## config.mk

```make
export PLATFORM = sky130hd
export DESIGN_NAME = ddi_phase_scheduler_flat
export DESIGN_NICKNAME = d
export VERILOG_FILES = /design/src/rtl/ddi_phase_scheduler_pkg.sv /design/src/rtl/ddi_phase_scheduler_if.sv /design/src/rtl/ddi_phase_scheduler_dwell_counter.sv /design/src/rtl/ddi_phase_scheduler.sv /design/src/flat_wrapper.sv
export SDC_FILE = /design/constraint.sdc
export NUM_CORES = 1
export LEC_CHECK = 0
export CORE_AREA = 2 2 51 53
export DETAILED_ROUTE_END_ITERATION = 10
export DIE_AREA = 0 0 53 55
export MAX_ROUTING_LAYER = met4
export PLACE_DENSITY = 0.64
export RECOVER_POWER = 100
export SYNTH_ARGS = -nofsm -noshare
export SYNTH_HDL_FRONTEND = slang
export SYNTH_SLANG_ARGS = --single-unit
```

## constraint.sdc

```tcl
create_clock -name clk -period 8.7 [get_ports clk]
set_clock_uncertainty 0.15 [all_clocks]
set_input_delay 1.305 -clock clk [delete_from_list [all_inputs] [get_ports clk]]
set_output_delay 1.305 -clock clk [all_outputs]
set_load 0.02 [all_outputs]
```

## src/rtl/ddi_phase_scheduler_pkg.sv

```systemverilog
// Light-state and phase encodings, default dwell lengths and phase helpers shared by the scheduler.
// Pure declarations: no timing and no flow control of its own.
package ddi_phase_scheduler_pkg;

  typedef enum logic [3:0] {
    ALL_RED          = 4'd0,
    PHASE_1_GREEN    = 4'd1,
    PHASE_1_YELLOW   = 4'd2,
    PHASE_2_GREEN    = 4'd3,
    PHASE_2_YELLOW   = 4'd4,
    EASTBOUND_GREEN  = 4'd5,
    EASTBOUND_YELLOW = 4'd6,
    WESTBOUND_GREEN  = 4'd7,
    WESTBOUND_YELLOW = 4'd8,
    MAINTENANCE      = 4'd9
  } light_state_t;

  typedef enum logic [1:0] {
    PHASE_1       = 2'd0,
    PHASE_2       = 2'd1,
    EAST_PRIORITY = 2'd2,
    WEST_PRIORITY = 2'd3
  } phase_t;

  localparam int DEF_GREEN_TICKS      = 20;
  localparam int DEF_PRIO_GREEN_TICKS = 10;
  localparam int DEF_YELLOW_TICKS     = 4;
  localparam int DEF_RED_TICKS        = 2;
  localparam int DEF_CNT_W            = 8;

  function automatic logic is_priority(phase_t p);
    return (p == EAST_PRIORITY) || (p == WEST_PRIORITY);
  endfunction

  function automatic phase_t next_normal(phase_t p);
    return (p == PHASE_1) ? PHASE_2 : PHASE_1;
  endfunction

endpackage

```

## src/rtl/ddi_phase_scheduler_if.sv

```systemverilog
// Scheduler <-> light controller link: state and requests in, dwell pulse and next phase out.
// Purely wiring; no handshake, the controller advances on timing_done.
interface ddi_phase_scheduler_if;
  import ddi_phase_scheduler_pkg::*;

  light_state_t current_state;
  logic         east_req;
  logic         west_req;
  logic         timing_done;
  phase_t       phase;

  modport master (
    output current_state, east_req, west_req,
    input  timing_done, phase
  );

  modport slave (
    input  current_state, east_req, west_req,
    output timing_done, phase
  );

endinterface

```

## src/rtl/ddi_phase_scheduler_dwell_counter.sv

```systemverilog
// Dwell counter: load on a new dwell, count down, and fire a registered one-shot in cycle D.
// done rises one edge after the remaining count reaches 2; holds still while inactive.
module ddi_phase_scheduler_dwell_counter #(
  parameter int CNT_W     = 8,
  parameter int RST_TICKS = 2
) (
  input  logic             clk,
  input  logic             rst,
  input  logic             load,
  input  logic             active,
  input  logic [CNT_W-1:0] ticks,
  output logic             done
);

  // cnt is the number of cycles left in the dwell, counting the current one
  logic [CNT_W-1:0] cnt;
  logic [CNT_W-1:0] cnt_eff;

  always_comb begin
    cnt_eff = load ? ticks : cnt;
  end

  always_ff @(posedge clk) begin
    if (rst) begin
      cnt  <= CNT_W'(RST_TICKS);
      done <= 1'b0;
    end else if (!active) begin
      done <= 1'b0;
    end else begin
      done <= (cnt_eff == CNT_W'(2));
      cnt  <= (cnt_eff == '0) ? '0 : cnt_eff - 1'b1;
    end
  end

endmodule

```

## src/rtl/ddi_phase_scheduler.sv

```systemverilog
// Phase scheduler: times each light state and picks the phase served after every ALL_RED.
// Outputs registered; timing_done one cycle wide, phase updated at the first edge of ALL_RED.
module ddi_phase_scheduler
  import ddi_phase_scheduler_pkg::*;
#(
  parameter int GREEN_TICKS      = DEF_GREEN_TICKS,
  parameter int PRIO_GREEN_TICKS = DEF_PRIO_GREEN_TICKS,
  parameter int YELLOW_TICKS     = DEF_YELLOW_TICKS,
  parameter int RED_TICKS        = DEF_RED_TICKS,
  parameter int CNT_W            = DEF_CNT_W
) (
  input logic                  clk,
  input logic                  rst,
  ddi_phase_scheduler_if.slave bus
);

  light_state_t     state_q;
  logic             state_chg;
  logic [CNT_W-1:0] ticks;
  logic             active;
  logic             done;
  logic             east_pend;
  logic             west_pend;
  phase_t           phase_q;
  phase_t           rot;
  phase_t           last;

  // Reset copy is ALL_RED so the first post-reset cycle continues an ALL_RED dwell without a selection
  always_ff @(posedge clk) begin
    if (rst) state_q <= ALL_RED;
    else     state_q <= bus.current_state;
  end

  assign state_chg = (bus.current_state != state_q);

  always_comb begin
    ticks  = '0;
    active = 1'b1;
    case (bus.current_state)
      ALL_RED:                            ticks = CNT_W'(RED_TICKS);
      PHASE_1_GREEN, PHASE_2_GREEN:       ticks = CNT_W'(GREEN_TICKS);
      EASTBOUND_GREEN, WESTBOUND_GREEN:   ticks = CNT_W'(PRIO_GREEN_TICKS);
      PHASE_1_YELLOW, PHASE_2_YELLOW,
      EASTBOUND_YELLOW, WESTBOUND_YELLOW: ticks = CNT_W'(YELLOW_TICKS);
      default:                            active = 1'b0;
    endcase
  end

  ddi_phase_scheduler_dwell_counter #(
    .CNT_W     (CNT_W),
    .RST_TICKS (RED_TICKS)
  ) u_dwell_counter (
    .clk    (clk),
    .rst    (rst),
    .load   (state_chg),
    .active (active),
    .ticks  (ticks),
    .done   (done)
  );

  always_ff @(posedge clk) begin
    if (rst) begin
      east_pend <= 1'b0;
      west_pend <= 1'b0;
    end else begin
      if (bus.current_state == EASTBOUND_GREEN)
        east_pend <= 1'b0;
      else if (bus.east_req && bus.current_state != EASTBOUND_YELLOW)
        east_pend <= 1'b1;
      if (bus.current_state == WESTBOUND_GREEN)
        west_pend <= 1'b0;
      else if (bus.west_req && bus.current_state != WESTBOUND_YELLOW)
        west_pend <= 1'b1;
    end
  end

  // A priority phase is always followed by a normal one, so neither side starves the rotation
  always_ff @(posedge clk) begin
    if (rst) begin
      phase_q <= PHASE_1;
      rot     <= PHASE_2;
      last    <= PHASE_1;
    end else if (state_chg && bus.current_state == ALL_RED) begin
      if (!is_priority(last) && east_pend) begin
        phase_q <= EAST_PRIORITY;
        last    <= EAST_PRIORITY;
      end else if (!is_priority(last) && west_pend) begin
        phase_q <= WEST_PRIORITY;
        last    <= WEST_PRIORITY;
      end else begin
        phase_q <= rot;
        last    <= rot;
        rot     <= next_normal(rot);
      end
    end
  end

  assign bus.timing_done = done;
  assign bus.phase       = phase_q;

endmodule
```

## src/flat_wrapper.sv

```systemverilog
// flat-port wrapper written by rule: the top's interface ports become plain ports
module ddi_phase_scheduler_flat import ddi_phase_scheduler_pkg::*;
#(
  parameter int GREEN_TICKS      = DEF_GREEN_TICKS,
  parameter int PRIO_GREEN_TICKS = DEF_PRIO_GREEN_TICKS,
  parameter int YELLOW_TICKS     = DEF_YELLOW_TICKS,
  parameter int RED_TICKS        = DEF_RED_TICKS,
  parameter int CNT_W            = DEF_CNT_W
)
  (clk, rst, bus_current_state, bus_east_req, bus_west_req, bus_timing_done, bus_phase);
  ddi_phase_scheduler_if bus_i ();
  input logic clk;
  input logic rst;
  input wire logic [$bits(bus_i.current_state)-1:0] bus_current_state;
  input wire logic [$bits(bus_i.east_req)-1:0] bus_east_req;
  input wire logic [$bits(bus_i.west_req)-1:0] bus_west_req;
  output wire logic [$bits(bus_i.timing_done)-1:0] bus_timing_done;
  output wire logic [$bits(bus_i.phase)-1:0] bus_phase;
  assign bus_i.current_state = bus_current_state;
  assign bus_i.east_req = bus_east_req;
  assign bus_i.west_req = bus_west_req;
  assign bus_timing_done = bus_i.timing_done;
  assign bus_phase = bus_i.phase;
  ddi_phase_scheduler #(.GREEN_TICKS(GREEN_TICKS), .PRIO_GREEN_TICKS(PRIO_GREEN_TICKS), .YELLOW_TICKS(YELLOW_TICKS), .RED_TICKS(RED_TICKS), .CNT_W(CNT_W)) u_core (.clk(clk), .rst(rst), .bus(bus_i));
endmodule
```

==> reports/metrics.json, run 1 <==
{
  "clock-root-buffer": "sky130_fd_sc_hd__clkbuf_4",
  "viasPerCell": 5.74,
  "ratio_of_final_minimum_period_to_clock_period": 0.559,
  "worstPathRequired_ns": 8.78,
  "dieWidth_um": 53,
  "netlist_instances": 134,
  "grt_pass1_wl_um": 4020,
  "cts-hold-fix-buffers": 0,
  "initial_utilization": 0.470,
  "maximum_number_of_pins_on_one_net_before_global_route_repair": 20,
  "synth_top_cell_area_share": 0.324,
  "finalPower_uw": 190,
  "antennaDiodeCount": 0,
  "syn_area_cell_sq_um": 8.29,
  "max_stage_delay_ns": 1.14,
  "worst_ep_arrival_time_ns": 4.94,
  "max_slew_margin_vs_limit": 0.0990,
  "finalSetupTns_ns": 0,
  "areaGrowthSynthToFinish_pct": 9.35,
  "cpLargestDelayFamily": "simple AND/OR/NAND/NOR gates",
  "power.leakage_uw": 0.000475,
  "synth_area_leader": "sky130_fd_sc_hd__dfxtp_1",
  "remaining_drc_errors": 0,
  "globalplace.congestion": 0.856,
  "fillCellCount": 244,
  "setup_viol": 0,
  "worstPathCellList": "dlygate4sd3_1 > xor2_1 > nor4_1 > nand2_1 > ha_1 > nand3_1 > o221a_1 > o211ai_1 > a21oi_1",
  "crit_slowest_cell": "sky130_fd_sc_hd__nor4_1",
  "antenna_violations_before_repair": 0,
  "h-tree-depth": 1,
  "finalHoldViolations": 0,
  "wl_um": 2380,
  "mappedNetlistNets": 145,
  "first_global_vias": 867,
  "worstPathMaxFanout": 14,
  "post_cts_setup_repair_buffer_count": 0,
  "cts-buffers-inserted": 3,
  "min-delay-path-class": "flop to flop",
  "ys_ff_latch": 18,
  "clockBufferDepth": 2,
  "clock_transition_at_the_registers_of_the_reported_paths_ns": 0.11,
  "syn-cell-area_sq_um": 1110,
  "kind_of_launch_point_of_the_worst_setup_path": "input pin",
  "detailedPlacementHpwl_um": 1640,
  "cts_tree": "done",
  "gr-usage-all-layers": 0.194,
  "area_of_the_core_sq_um": 2360,
  "port-buffer-count": 10,
  "nets": 152,
  "die-height_um": 55,
  "synth_cell_type_count": 44,
  "clock_latency_ns": 0.30,
  "synth-seq-area-share": 0.324,
  "row_count": 18,
  "power.density_cell_area_nw_per_um2": 156,
  "yosys_warnings": 0,
  "die-area_sq_um": 2920,
  "grt_remaining_overflow": 0,
  "drt_pass1_iterations": 4,
  "drive_gt1_frac": 0.0786,
  "rsz0062_at_grt": "false",
  "critical_path.endpoint_type": "flop",
  "clock.fmax_mhz": 206,
  "route.vias.total": 976,
  "cap_viol_max_count": 0,
  "critical_path.n_buffers_inverters": 1,
  "shortest_period_the_worst_path_allows_ns": 4.86,
  "vdd_drop_max_v": 0.0000805,
  "worst-setup-path-type": "input pin to flop",
  "io-pin-count": 11,
  "drt_iter0_markers": 39,
  "cts-resized-gates": 0,
  "routed_wire_length_per_instance_um": 14.0,
  "antenna_left": 0,
  "yosys-top-cells-area": "sky130_fd_sc_hd__dfxtp_1 32%, sky130_fd_sc_hd__a21oi_1 5.4%, sky130_fd_sc_hd__nand2_1 4.4%",
  "outcome": "complete, no violations",
  "pin_slew_with_the_least_headroom_to_its_limit_ns": 1.34,
  "cts.sink_count": 18,
  "slew_viol_final": 0
}
-- synth_stat cells --
master,n
sky130_fd_sc_hd__a211o_1,1
sky130_fd_sc_hd__a211oi_1,1
sky130_fd_sc_hd__a21oi_1,12
sky130_fd_sc_hd__a22oi_1,2
sky130_fd_sc_hd__a311oi_1,1
sky130_fd_sc_hd__a32oi_1,1
sky130_fd_sc_hd__and2_1,1
sky130_fd_sc_hd__and3_1,2
sky130_fd_sc_hd__and3b_1,1
sky130_fd_sc_hd__buf_2,2
sky130_fd_sc_hd__buf_4,1
sky130_fd_sc_hd__clkbuf_1,5
sky130_fd_sc_hd__dfxtp_1,18
sky130_fd_sc_hd__ha_1,3
sky130_fd_sc_hd__inv_1,4
sky130_fd_sc_hd__mux2_2,1
sky130_fd_sc_hd__mux2i_1,2
sky130_fd_sc_hd__nand2_1,13
sky130_fd_sc_hd__nand2b_1,2
sky130_fd_sc_hd__nand3_1,3
sky130_fd_sc_hd__nand3b_1,2
sky130_fd_sc_hd__nor2_1,12
sky130_fd_sc_hd__nor2b_1,5
sky130_fd_sc_hd__nor3_1,5
sky130_fd_sc_hd__nor3b_1,1
sky130_fd_sc_hd__nor4_1,1
sky130_fd_sc_hd__nor4_2,1
sky130_fd_sc_hd__nor4_4,1
sky130_fd_sc_hd__o211ai_1,2
sky130_fd_sc_hd__o21a_1,1
sky130_fd_sc_hd__o21ai_0,7
sky130_fd_sc_hd__o221a_4,1
sky130_fd_sc_hd__o22ai_1,1
sky130_fd_sc_hd__o31a_1,1
sky130_fd_sc_hd__o31ai_1,1
sky130_fd_sc_hd__o41ai_1,1
sky130_fd_sc_hd__o41ai_4,1
sky130_fd_sc_hd__or2_2,1
sky130_fd_sc_hd__or3_1,1
sky130_fd_sc_hd__or3b_2,3
sky130_fd_sc_hd__or4_1,1
sky130_fd_sc_hd__or4b_2,1
sky130_fd_sc_hd__xnor2_1,2
sky130_fd_sc_hd__xor2_1,5
-- power breakdown --
part | internal (uW) | total [uW] | switching (uW) | leakage (uW)
Sequential | 87.7 | 93.3 | 5.64 | 0.000148
Combinational | 18.8 | 43.2 | 24.4 | 0.000306
Clock | 25.5 | 53.2 | 27.7 | 0.0000210
Total | 132 | 190 | 57.7 | 0.000475
-- through the flow --
stage	setup WS [ns]	utilization	hold slack [ns]	cells	area, sq um
final	3.84	0.514	0.313	170	1210
after global routing	3.48	0.514	0.355	170	1210
after CTS	4.17	0.528	0.315	170	1250
after detailed placement	3.88	0.513	0.299	166	1210
after global placement	4.06	0.513	0.292	166	1210
after floorplan	5.02	-	0.308	134	1110
-- cell type report --
type,count,area (sq um),area share
Tap cell,30,37.5,0.0309
Clock buffer,4,36.3,0.0299
Multi-Input combinational cell,104,666,0.548
Sequential cell,18,360,0.297
Inverter,4,15.0,0.0124
Timing Repair Buffer,10,100,0.0824
-- state kept, by name, indices dropped and copies added (netlist names) --
name,flops
u_core.u_dwell_counter.done,1
u_core.bus.phase,2
u_core.u_dwell_counter.cnt,8
u_core.east_pend,1
u_core.west_pend,1
u_core.rot,1
u_core.state_q,4
-- placed cells by master, fill, tap and decap left out, drive strengths merged, types with 2 or more instances in the layout --
master,synthesis,final
a21oi,12,12
a22oi,2,2
and3,2,2
clkbuf,5,4
clkdlybuf4s50,0,5
dfxtp,18,18
dlygate4sd3,0,5
ha,3,3
inv,4,4
mux2i,2,2
nand2,13,13
nand2b,2,2
nand3,3,3
nand3b,2,2
nor2,12,12
nor2b,5,5
nor3,5,5
nor4,3,3
o211ai,2,2
o21ai,7,7
o41ai,2,2
or3b,3,3
xnor2,2,2
xor2,5,5
-- logic make-up after synthesis --
kind of cell / count (synthesis) / share of synthesized area
compound gates: 34 / 0.221
xor+xnor: 7 / 0.0552
fa+ha+maj: 3 / 0.0338
buf+inv: 12 / 0.0462
flops: 18 / 0.324
mux: 3 / 0.0282
simple gates: 57 / 0.292
-- per-layer routing --
metal | up-vias | GRT usage | part of all wire
met5 | - | - | 0
met4 | 0 | 0.0983 | 0.015
met3 | 6 | 0.0242 | 0.072
met2 | 35 | 0.290 | 0.43
met1 | 440 | 0.259 | 0.48
li1 | 495 | - | -
-- worst paths after layout --
path | start | endpoint | slack [ns] | cells after the start
setup / recovery | bus_current_state[3] | u_core.u_dwell_counter.cnt[4]$_SDFFE_PP0N_ | 3.84 | 9
hold / removal | u_core.bus.phase[0]$_SDFFE_PP0P_ | u_core.bus.phase[0]$_SDFFE_PP0P_ | 0.31 | 2
setup reg to reg | u_core.state_q[3]$_SDFF_PP0_ | u_core.u_dwell_counter.cnt[4]$_SDFFE_PP0N_ | 5.38 | 8
hold reg to reg | u_core.bus.phase[0]$_SDFFE_PP0P_ | u_core.bus.phase[0]$_SDFFE_PP0P_ | 0.31 | 2
-- worst register-to-register path: stages, from the launching register on --
cell,delay [ns]
sky130_fd_sc_hd__dfxtp_1,0.33
sky130_fd_sc_hd__xor2_1,0.18
sky130_fd_sc_hd__nor4_1,1.14
sky130_fd_sc_hd__nand2_1,0.33
sky130_fd_sc_hd__ha_1,0.31
sky130_fd_sc_hd__nand3_1,0.12
sky130_fd_sc_hd__o221a_1,0.35
sky130_fd_sc_hd__o211ai_1,0.15
sky130_fd_sc_hd__a21oi_1,0.19
No activity file was read; power rests on OpenSTA's default activity.
==> inputs of run 2 (changes only) <==
==> constraint.sdc (replaced) <==
create_clock -name clk -period 4.5 [get_ports clk]
set_clock_uncertainty 0.15 [all_clocks]
set_input_delay 0.675 -clock clk [delete_from_list [all_inputs] [get_ports clk]]
set_output_delay 0.675 -clock clk [all_outputs]
set_load 0.02 [all_outputs]
==> reports/metrics.json, run 2 (synthesis results as in run 1) <==
{
  "cts-hold-fix-buffers": {"value": 0, "change": "unchanged"},
  "clock-root-buffer": "sky130_fd_sc_hd__clkbuf_4",
  "critical_path.endpoint_type": "flop",
  "max_slew_margin_vs_limit": {"value": 0.228, "change": "+0.129"},
  "worst_ep_arrival_time": {"value": 3.82, "unit": "ns", "change": "-1.12 ns"},
  "io-pin-count": {"value": 11, "change": "unchanged"},
  "cap_viol_max_count": {"value": 0, "change": "unchanged"},
  "outcome": "complete, no violations",
  "cts.sink_count": {"value": 18, "change": "unchanged"},
  "gr-usage-all-layers": {"value": 0.197, "change": "+0.00368"},
  "worstPathRequired": {"value": 4.58, "unit": "ns", "change": "-4.20 ns"},
  "min-delay-path-class": "flop to flop",
  "area_of_the_core": {"value": 2360, "unit": "sq um", "change": "unchanged"},
  "nets": {"value": 157, "change": "+3.3%"},
  "max_stage_delay": {"value": 0.69, "unit": "ns", "change": "-0.45 ns"},
  "antenna_violations_before_repair": {"value": 0, "change": "unchanged"},
  "clock.fmax_mhz": 267,
  "kind_of_launch_point_of_the_worst_setup_path": "input pin",
  "routed_wire_length_per_instance": {"value": 14.1, "unit": "um", "change": "+0.48%"},
  "wl_met3": {"value": 117, "unit": "um", "change": "-32%"},
  "port-buffer-count": {"value": 10, "change": "unchanged"},
  "top_register": "u_core.u_dwell_counter.cnt",
  "dieWidth": {"value": 53, "unit": "um", "change": "unchanged"},
  "globalplace.congestion": {"value": 0.850, "change": "-0.71%"},
  "place_area": {"value": 1250, "unit": "sq um", "change": "+3.1%"},
  "maximum_number_of_pins_on_one_net_before_global_route_repair": {"value": 20, "change": "unchanged"},
  "met2RoutedLength": {"value": 1120, "unit": "um", "change": "+8.2%"},
  "final_common_cell": "sky130_fd_sc_hd__dfxtp_1",
  "shortest_period_the_worst_path_allows_ns": 3.74,
  "worstPathMaxFanout": {"value": 12, "change": "-2"},
  "detailedPlacementHpwl": {"value": 1780, "unit": "um", "change": "+8.4%"},
  "finalSetupTns": {"value": 0, "unit": "ns", "change": "unchanged"},
  "route.vias.total": {"value": 1015, "change": "+4.0%"},
  "clock_latency": {"value": 0.30, "unit": "ns", "change": "about the same"},
  "areaGrowthSynthToFinish_pct": 11.6,
  "initial_utilization": {"value": 0.470, "change": "unchanged"},
  "die-area": {"value": 2920, "unit": "sq um", "change": "unchanged"},
  "die-height": {"value": 55, "unit": "um", "change": "unchanged"},
  "remaining_drc_errors": {"value": 0, "change": "unchanged"},
  "clock_transition_at_the_registers_of_the_reported_paths": {"value": 0.11, "unit": "ns", "change": "about the same"},
  "row_count": {"value": 18, "change": "unchanged"},
  "topRoutingLayerUsed": "met4",
  "slew_viol_final": {"value": 0, "change": "unchanged"},
  "finalHoldViolations": {"value": 0, "change": "unchanged"},
  "power.leakage": {"value": 0.000494, "unit": "uW", "change": "+4.1%"},
  "setup_viol": {"value": 0, "change": "unchanged"},
  "cts-resized-gates": {"value": 0, "change": "unchanged"},
  "cts_tree": "done",
  "vdd_drop_max": {"value": 0.000153, "unit": "V", "change": "+90%"},
  "worst-setup-path-type": "input pin to flop",
  "largest_register_ffs": {"value": 8, "change": "unchanged"},
  "viasPerCell": {"value": 5.80, "change": "+1.0%"},
  "detail_route.wirelength.met1": {"value": 1190, "unit": "um", "change": "+4.3%"},
  "wl": {"value": 2470, "unit": "um", "change": "+3.4%"},
  "antennaDiodeCount": {"value": 0, "change": "unchanged"},
  "drive_gt1_frac": {"value": 0.103, "change": "+0.0249"},
  "drt_pass1_iterations": {"value": 4, "change": "unchanged"},
  "fin_hold_ws": {"value": 0.311, "unit": "ns", "change": "-0.00253 ns"},
  "drt_iter0_markers": {"value": 32, "change": "-18%"},
  "clockBufferDepth": {"value": 2, "change": "unchanged"},
  "final_cell_mix": "18 x sky130_fd_sc_hd__dfxtp_1, 13 x sky130_fd_sc_hd__nand2_1, 12 x sky130_fd_sc_hd__a21oi_1, 12 x sky130_fd_sc_hd__nor2_1, 7 x sky130_fd_sc_hd__o21ai_0",
  "ratio_of_final_minimum_period_to_clock_period": 0.832,
  "pin_slew_with_the_least_headroom_to_its_limit": {"value": 1.14, "unit": "ns", "change": "-0.196 ns"},
  "dp_slack": {"value": 0.576, "unit": "ns", "change": "-3.30 ns"},
  "first_global_vias": {"value": 938, "change": "+8.2%"},
  "grt_remaining_overflow": {"value": 0, "change": "unchanged"},
  "post_cts_setup_repair_buffer_count": {"value": 0, "change": "unchanged"},
  "rsz0062_at_grt": "false",
  "cts-buffers-inserted": {"value": 3, "change": "unchanged"},
  "critical-path-top-cell-by-count": "sky130_fd_sc_hd__a21oi_1",
  "fillCellCount": {"value": 247, "change": "+1.2%"},
  "worstPathCellList": "dlygate4sd3_1 > buf_4 > xor2_1 > or4_1 > nand2_1 > and2_0 > ha_1 > nand2b_1 > or3b_2 > a21oi_1 > o21ai_0 > a21oi_1",
  "h-tree-depth": {"value": 1, "change": "unchanged"},
  "antenna_left": {"value": 0, "change": "unchanged"},
  "postLayoutCellArea": {"value": 1240, "unit": "sq um", "change": "+2.1%"},
  "crit_slowest_cell": "sky130_fd_sc_hd__or4_1",
  "setup_ws": {"value": 0.758, "unit": "ns", "change": "-3.08 ns"},
  "power.density_cell_area": {"value": 297, "unit": "nW/um^2", "change": "+90%"},
  "grt_pass1_wl": {"value": 4080, "unit": "um", "change": "+1.5%"}
}
[run 2: per-layer routing]
| layer | GRT usage | up-vias |
|---|---|---|
| li1 | - | 507 |
| met1 | 0.245 | 475 |
| met2 | 0.313 | 28 |
| met3 | 0.0242 | 5 |
| met4 | 0.111 | 0 |
| met5 | - | - |
[run 2: report_power, final]
part / internal [uW] / switching (uW) / total (uW)
Sequential: 170 / 11.0 / 180
Clock: 49.4 / 52.4 / 102
Combinational: 38.6 / 47.7 / 86.3
[run 2: path summary, 6_finish.rpt]
kind                                                  startpoint  slack, ns                                         end  cells after the start
worst min register to register  u_core.bus.phase[0]$_SDFFE_PP0P_       0.31            u_core.bus.phase[0]$_SDFFE_PP0P_                      2
worst max register to register      u_core.state_q[3]$_SDFF_PP0_       1.50  u_core.u_dwell_counter.cnt[6]$_SDFFE_PP0N_                     10
worst max-delay path                        bus_current_state[2]       0.76  u_core.u_dwell_counter.cnt[6]$_SDFFE_PP0N_                     12
worst min-delay path            u_core.bus.phase[0]$_SDFFE_PP0P_       0.31            u_core.bus.phase[0]$_SDFFE_PP0P_                      2
[run 2: metrics by stage]
stage | total power (uW) | instances | utilization
3_5_place_dp | 275 | 171 | 0.529
3_3_place_gp | 273 | 171 | 0.529
5_1_grt | 394 | 175 | 0.524
6_report | 369 | 175 | 0.524
2_1_floorplan | 248 | 134 | -
4_1_cts | 379 | 175 | 0.544
[run 2: worst max-delay path, delay by kind of cell]
kind	cells	cell delay [ns]
simple gates	5	1.57
fa+ha+maj	1	0.28
xor+xnor	1	0.18
compound gates	3	0.41
buf+inv	2	0.70
[run 2: layout make-up]
cell class | count | area (sq um) | area share
Sequential cell | 18 | 360 | 0.291
Multi-Input combinational cell | 104 | 657 | 0.530
Inverter | 4 | 15.0 | 0.0121
Timing Repair Buffer | 15 | 134 | 0.108
Clock buffer | 4 | 36.3 | 0.0293
Tap cell | 30 | 37.5 | 0.0303
